--- src/rtl/seq_tx.sv ---
// Serial pattern transmitter: sends a WIDTH-bit pattern MSB first, one bit per
// clock, repeated a programmable number of times with a start/busy/done handshake.
module seq_tx #(
   parameter int WIDTH = 8,
   parameter int CNT_W = 4
) (
   input  logic             clk,
   input  logic             reset,
   input  logic             start,
   input  logic [WIDTH-1:0] pattern,
   input  logic [CNT_W-1:0] reps,
   output logic             x,
   output logic             valid,
   output logic             busy,
   output logic             done,
   output logic [1:0]       st
);

   localparam int BC_W = $clog2(WIDTH);
   localparam logic [BC_W-1:0] BC_LAST = BC_W'(WIDTH - 1);

   typedef enum logic [1:0] {
      IDLE  = 2'b00,
      LOAD  = 2'b01,
      SHIFT = 2'b10,
      DONE  = 2'b11
   } state_t;

   state_t           state, state_nxt;
   logic [WIDTH-1:0] hold, hold_nxt;
   logic [WIDTH-1:0] shreg, shreg_nxt;
   logic [BC_W-1:0]  bitcnt, bitcnt_nxt;
   logic [CNT_W-1:0] repcnt, repcnt_nxt;
   logic             x_nxt, valid_nxt, busy_nxt, done_nxt;

   // State and datapath registers; outputs are registered from next-cycle values
   always_ff @(posedge clk) begin
      if (reset) begin
         state  <= IDLE;
         hold   <= '0;
         shreg  <= '0;
         bitcnt <= '0;
         repcnt <= '0;
         x      <= 1'b0;
         valid  <= 1'b0;
         busy   <= 1'b0;
         done   <= 1'b0;
      end else begin
         state  <= state_nxt;
         hold   <= hold_nxt;
         shreg  <= shreg_nxt;
         bitcnt <= bitcnt_nxt;
         repcnt <= repcnt_nxt;
         x      <= x_nxt;
         valid  <= valid_nxt;
         busy   <= busy_nxt;
         done   <= done_nxt;
      end
   end

   assign st = state;

   always_comb begin
      state_nxt  = state;
      hold_nxt   = hold;
      shreg_nxt  = shreg;
      bitcnt_nxt = bitcnt;
      repcnt_nxt = repcnt;
      unique case (state)
         IDLE: begin
            if (start) begin
               if (reps != '0) begin
                  hold_nxt   = pattern;
                  shreg_nxt  = pattern;
                  repcnt_nxt = reps;
                  state_nxt  = LOAD;
               end else begin
                  state_nxt  = DONE;
               end
            end
         end
         LOAD: begin
            bitcnt_nxt = BC_LAST;
            state_nxt  = SHIFT;
         end
         SHIFT: begin
            if (bitcnt == '0) begin
               // Reload straight from the hold copy so repetitions run gap-free
               if (repcnt > CNT_W'(1)) begin
                  repcnt_nxt = repcnt - CNT_W'(1);
                  shreg_nxt  = hold;
                  bitcnt_nxt = BC_LAST;
               end else begin
                  state_nxt  = DONE;
               end
            end else begin
               shreg_nxt  = shreg << 1;
               bitcnt_nxt = bitcnt - BC_W'(1);
            end
         end
         DONE: begin
            state_nxt = IDLE;
         end
         default: begin
            state_nxt = IDLE;
         end
      endcase
   end

   always_comb begin
      x_nxt     = 1'b0;
      valid_nxt = 1'b0;
      busy_nxt  = 1'b0;
      done_nxt  = 1'b0;
      unique case (state_nxt)
         LOAD: begin
            busy_nxt = 1'b1;
         end
         SHIFT: begin
            x_nxt     = shreg_nxt[WIDTH-1];
            valid_nxt = 1'b1;
            busy_nxt  = 1'b1;
         end
         DONE: begin
            done_nxt = 1'b1;
         end
         default: begin
            x_nxt = 1'b0;
         end
      endcase
   end

endmodule

--- config.mk ---
export PLATFORM = sky130hd
export DESIGN_NAME = seq_tx
export DESIGN_NICKNAME = d
export VERILOG_FILES = /design/src/rtl/seq_tx.sv
export SDC_FILE = /design/constraint.sdc
export NUM_CORES = 1
export LEC_CHECK = 0
export BUFFER_PORTS_ARGS = -buffer_cell sky130_fd_sc_hd__buf_2
export CAP_MARGIN = 20
export CORE_ASPECT_RATIO = 0.5
export CORE_MARGIN = 2
export CORE_UTILIZATION = 55
export DETAILED_ROUTE_END_ITERATION = 7
export GPL_TIMING_DRIVEN = 0
export PLACE_DENSITY = 0.83
export SETUP_SLACK_MARGIN = 0.05
export SLEW_MARGIN = 20
export SYNTH_ARGS = -nofsm -noshare
export SYNTH_HDL_FRONTEND = slang
export SYNTH_SLANG_ARGS = --single-unit
export TNS_END_PERCENT = 5
--- constraint.sdc ---
create_clock -name clk -period 3.61 [get_ports clk]
set_input_delay 0.722 -clock clk [delete_from_list [all_inputs] [get_ports clk]]
set_output_delay 0.722 -clock clk [all_outputs]
set_load 0.005 [all_outputs]
# After elaboration in Yosys (flattened, before gate mapping)

Index checks and enable logic that the tools add are counted.

Memory bits (read-only): 0
Memories kept: 0
Flip-flop bits (word level): 29
Bits in latches: 0
Bits in writable memories: 0
Input port bits: 15
Logic and storage cells: 57
Output and inout bits: 6

Equal/unequal tests: 11
Reductions and logical operators: 11
Multiply operators: 0
Add/sub/neg operators: 2
Div/mod/pow operators: 0
$lt $le $gt $ge: 1
Bitwise operators: 1
Multiplexer cells: 21
Shifts and indexed selects: 0

Operators with widths:

| cell                                                          | count |
|---|---|
| two-way mux 8 bit                                             | 4 |
| two-way mux 4 bit                                             | 4 |
| one-hot mux 8 bit (2 select lines)                            | 1 |
| == test 2 bit, second input constant                          | 4 |
| two-way mux 2 bit                                             | 4 |
| inequality test 2 bit, second input constant                  | 4 |
| one-hot mux 2 bit (4 select lines)                            | 1 |
| one-hot mux 4 bit (2 select lines)                            | 1 |
| two-way mux 3 bit                                             | 2 |
| one-hot mux 3 bit (2 select lines)                            | 1 |
| AND reduction 5 bit                                           | 1 |
| == test 2 x 1 -> 1 bit, second input constant                 | 2 |
| greater-than comparator 4 x 1 -> 1 bit, second input constant | 1 |
| AND reduction 4 bit                                           | 1 |
| nonzero test 2 bit                                            | 2 |
| nonzero test 4 bit                                            | 1 |
| OR reduction 2 bit                                            | 2 |
| subtractor 4 x 1 -> 4 bit, second input constant              | 1 |
| logical NOT 3 bit                                             | 1 |
| two-way mux 1 bit                                             | 3 |
| inequality test 3 bit, second input constant                  | 1 |
| AND reduction 3 bit                                           | 1 |
| subtractor 3 x 1 -> 3 bit, second input constant              | 1 |
| logical NOT 2 bit                                             | 1 |
| other kinds (2)                                               | 2 |

# Longest topological paths before layout

Depth in word-level cells: 7
Depth in mapped cells: 10

# Least setup slack after synthesis

OpenSTA, ideal clock, no wires.

Path kind: input to register
Start point: in reps[0]
End point: reg x
Library setup time: 96 ps
Arrival: 2,242 ps
Buffers on the path: 0
Cell stages on the path: 7
Slack: 1,272 ps
Path through: or4_4 > a21boi_1 > o21ai_0 > o21ai_0 > ha_1 > nor2b_1 > nor4b_1

Cells in the longest elaborated chain, start to end: 7
Elaborated cells on any way between the ends: 10
Classes of those cells: eq/ne: 1; mux: 6; bitwise: 1; reduce/logical: 2

Ends and longest elaborated chain:

| item                                | line | source |
|---|---|---|
| from (decl)                         | 11   | `input logic [CNT_W-1:0] reps,` |
| nonzero test 4 bit                  | 72   | `if (reps != '0) begin` |
| two-way mux 2 bit                   | 72   |  |
| two-way mux 2 bit                   | 71   | `if (start) begin` |
| one-hot mux 2 bit (4 select lines)  | 69   | `unique case (state)` |
| net state_nxt[1]                    | 29   | `state_t state, state_nxt;` |
| == test 2 bit                       | 115  | `unique case (state_nxt)` |
| NOT 1 bit (no source line)          | --   |  |
| OR reduction 2 bit (no source line) | --   |  |
| to (signal assigned)                | 54   | `x <= x_nxt;` |
| to (decl)                           | 12   | `output logic x,` |

The timed path passes the listed nets, and every way through them passes these cells. The select of a mux whose other input is x is not followed.
A chain may end at the register's enable or synchronous reset.

# Final worst setup path

Ends and elaborated chain as after synthesis.

==> flow_summary.toml <==
[clock_network]
cts-root-buf = "clkbuf_8"
cts-resized-gates = 0
cts_sinks = 29
post_cts_buffers = 0
htreeDepth = 2
cts_made_buffers = 5
clk_pin_slew_ns = 0.06
cts_tree = "done"
ctsLongestPathBuffers = 2
postCtsHoldBufs = 0
clkLatencyLatePin_ns = 0.29

[logic_synthesis]
ys_async_sr_fraction_pct = 0
yosysMostFrequentCell = "dfxtp_1"
ys_seq_area_share_pct = 40.4
yosys.area_share.simple_pct = 21.7
synthTopCellsByCount = "dfxtp_1, nand2_1, nor2_1"
synthCells = 173
synth_edf_count = 0
yosys.area.top_type = "dfxtp_1"
synth.area.mux_share_pct = 0
ys_types = 35
yosys_warnings = 0
synth_fa_ha_area_share_pct = 7.84
syn_area_sq_um = 1440
yosys_most_used_dff = "dfxtp_1"
yosysTopAreaCellShare_pct = 40.4
synth-compound-area-share_pct = 24.7
synth_area_leaders = "dfxtp_1, ha_1, nand2_1"
synth_nets = 197
avgSynthCellArea_sq_um = 8.30
synth-seq-cells = 29
synth_top_family_by_area = "compound AO/OA/AOI/OAI gates"
synth_xor_area_share_pct = 0

[setup_path]
slowest_delay_ns = 0.54
end_kind = "register"
r2r_start = "st[0]"
rrSetupSlack_ns = 1.18
crit_fanout = 4
worstPathRequired_ns = 3.80
path_cells = "buf_2, or4_4, a21boi_1, o21ai_0, o21ai_0, ha_1, nor2b_1, nor4b_1"
worstRegToRegCells = 8
path_buf_inv = 1
worstSetupPathType = "in2reg"
r2r_end = "x"
crit_slowest_cell = "or4_4"
crit_top_cell = "o21ai_0"
arrival_ns = 2.64
crit_family = "simple AND/OR/NAND/NOR gates"
worstSetupStartpointType = "primary input"

[power]
power_density_nw_per_um2 = 906
ir_worst_vdd_mv = 0.378
combinationalPowerShare_pct = 47.4
p_int_w = 0.000891
p_sw_w = 0.000630
clkPwrFrac_pct = 19.5
swShare_pct = 41.4
total_power_w = 0.00152
pwr-share-seq_pct = 33.1
p_leak_nw = 0.679

[die]
die_w_um = 76.3
die_y_um = 40.1
io_pins = 21
rows = 13
initial_core_util_pct = 56.6
design.core.area_sq_um = 2540
die-area_sq_um = 3060

[sta]
fin_skew_ns = 0.00330
finalSetupTns_ns = 0
maxSlewHeadroom_pct = 54.1
fmax_mhz = 408
tightestPinTransition_ns = 0.682
finalHoldViolations = 0
fin_crit_ns = 2.45
post-route-period-util_pct = 67.8
rsz0062_at_grt = "no"
worst_slack_ns = 1.16
slew_violations = 0
holdWs_ns = 0.456
setup_violations = 0

[grt]
grt_pass1_wl_um = 5050
track_usage_pct = 22.4
grt_max_degree = 11
grt_pass1_vias = 1168
antenna_found_initial = 0
grt-ovfl-total = 0

[placement]
portBuffers = 19
place_congestion = 0.803
placed_cells_incl_taps = 229
hpwl_um = 2350
dp_slack_ns = 0.850

[finish]
fill_cells = 221
nets = 223
finalNonFillerCells = 237
areaGrowthSynthToFinish_pct = 16.9
layout-drive-gt1-share_pct = 18.5
n_antenna_cell = 0

[route]
wl_um = 3160
drc = 0
ant_nets = 0
first_iter_violations = 90
vias = 1339
avgRoutedWirePerCell_um = 13.3
vias_per_cell = 5.65
first_pass_iters = 4

[worst_hold_path]
min_to = "hold[4]"
worstHoldPathCells = 2
hp-start = "hold[4]"
hold_path_class = "reg2reg"

[outcome]
status = "completed"

[run]
cap_violations = 0
## placed cells by master (no fill, tap or decap)
cell	instances
a2bb2oi_1	1
o21bai_1	1
buf_6	1
nand3_1	1
a221o_1	1
a22oi_1	1
a21boi_1	1
a31o_2	1
and3_4	1
inv_1	9
nand3b_1	1
nor4b_1	1
a211oi_2	2
clkbuf_8	7
or2_2	3
nor3_1	2
nand2b_1	2
a21oi_1	15
o21ai_0	7
a31oi_1	1
buf_1	1
a311oi_1	10
a211o_1	1
nand2_1	25
clkbuf_1	6
or3_1	1
nor2_1	22
ha_1	9
a211oi_1	1
clkinv_2	1
buf_2	20
dfxtp_1	29
a22o_1	6
nor2b_1	5
nor4_1	2
or4_4	1
o31ai_1	1
## kinds of logic after synthesis
| kind of cell | Yosys count |
|---|---|
| AND/OR/NAND/NOR | 67 |
| flip-flops | 29 |
| buffers and inverters | 18 |
| AO/OA/AOI/OAI | 50 |
| adder cells (fa/ha/maj) | 9 |
## how the worst max path moves through the flow
stage | start | to | slack (ns) | cells past startpoint
global route | reps[0] | x | 0.96 | 8
CTS | reps[0] | x | 1.15 | 8
finish | reps[0] | x | 1.16 | 8
floorplan | reps[0] | x | 1.27 | 7
global placement | reps[0] | x | 0.91 | 8
detailed placement | reps[0] | x | 0.85 | 8
## metrics by stage
| stage | instance area, sq um | utilization (%) |
|---|---|---|
| 6_report | 1680 | 66.2 |
| 4_1_cts | 1680 | 66.2 |
| 3_5_place_dp | 1580 | 62.2 |
| 5_1_grt | 1680 | 66.2 |
| 2_1_floorplan | 1440 | - |
| 3_3_place_gp | 1580 | 62.2 |
## worst min-delay path, stage by stage (launching register included)
cell and delay, ns:
dfxtp_1 0.31, nand2_1 0.05, a21oi_1 0.05
## state kept, by name, indices dropped and copies added, names as in the netlist
signal  cells
st          2
busy        1
bitcnt      3
x           1
hold        8
valid       1
repcnt      4
shreg       8
done        1
## power groups by stage
stage | clock network [W] | registers [W] | logic, W
after global routing | 0.000314 | 0.000516 | 0.000810
after CTS | 0.000301 | 0.000501 | 0.000714
after detailed placement | 0 | 0.000506 | 0.000708
after global placement | 0 | 0.000501 | 0.000684
after floorplan | 0 | 0.000491 | 0.000548
final | 0.000297 | 0.000503 | 0.000721
## area by class of cell
cell class	count	area, sq um	area share (%)
multi-input cells	126	779	46.4
flip-flops and latches	29	581	34.6
clock buffers	7	96.3	5.74
repair buffers	19	95.1	5.66
well taps	37	46.3	2.76
plain buffers	9	42.5	2.53
inverters	9	33.8	2.01
clock inverters	1	5.00	0.298
## per-layer routing
layer | GRT usage, % | up-vias | part of all wire (%)
met5 | 0 | - | 0
met4 | 10.9 | 0 | 2.5
met3 | 7.88 | 12 | 8.7
met2 | 40.0 | 49 | 45
met1 | 25.5 | 610 | 44
li1 | - | 668 | -
Power figures use the tool's default switching activity.
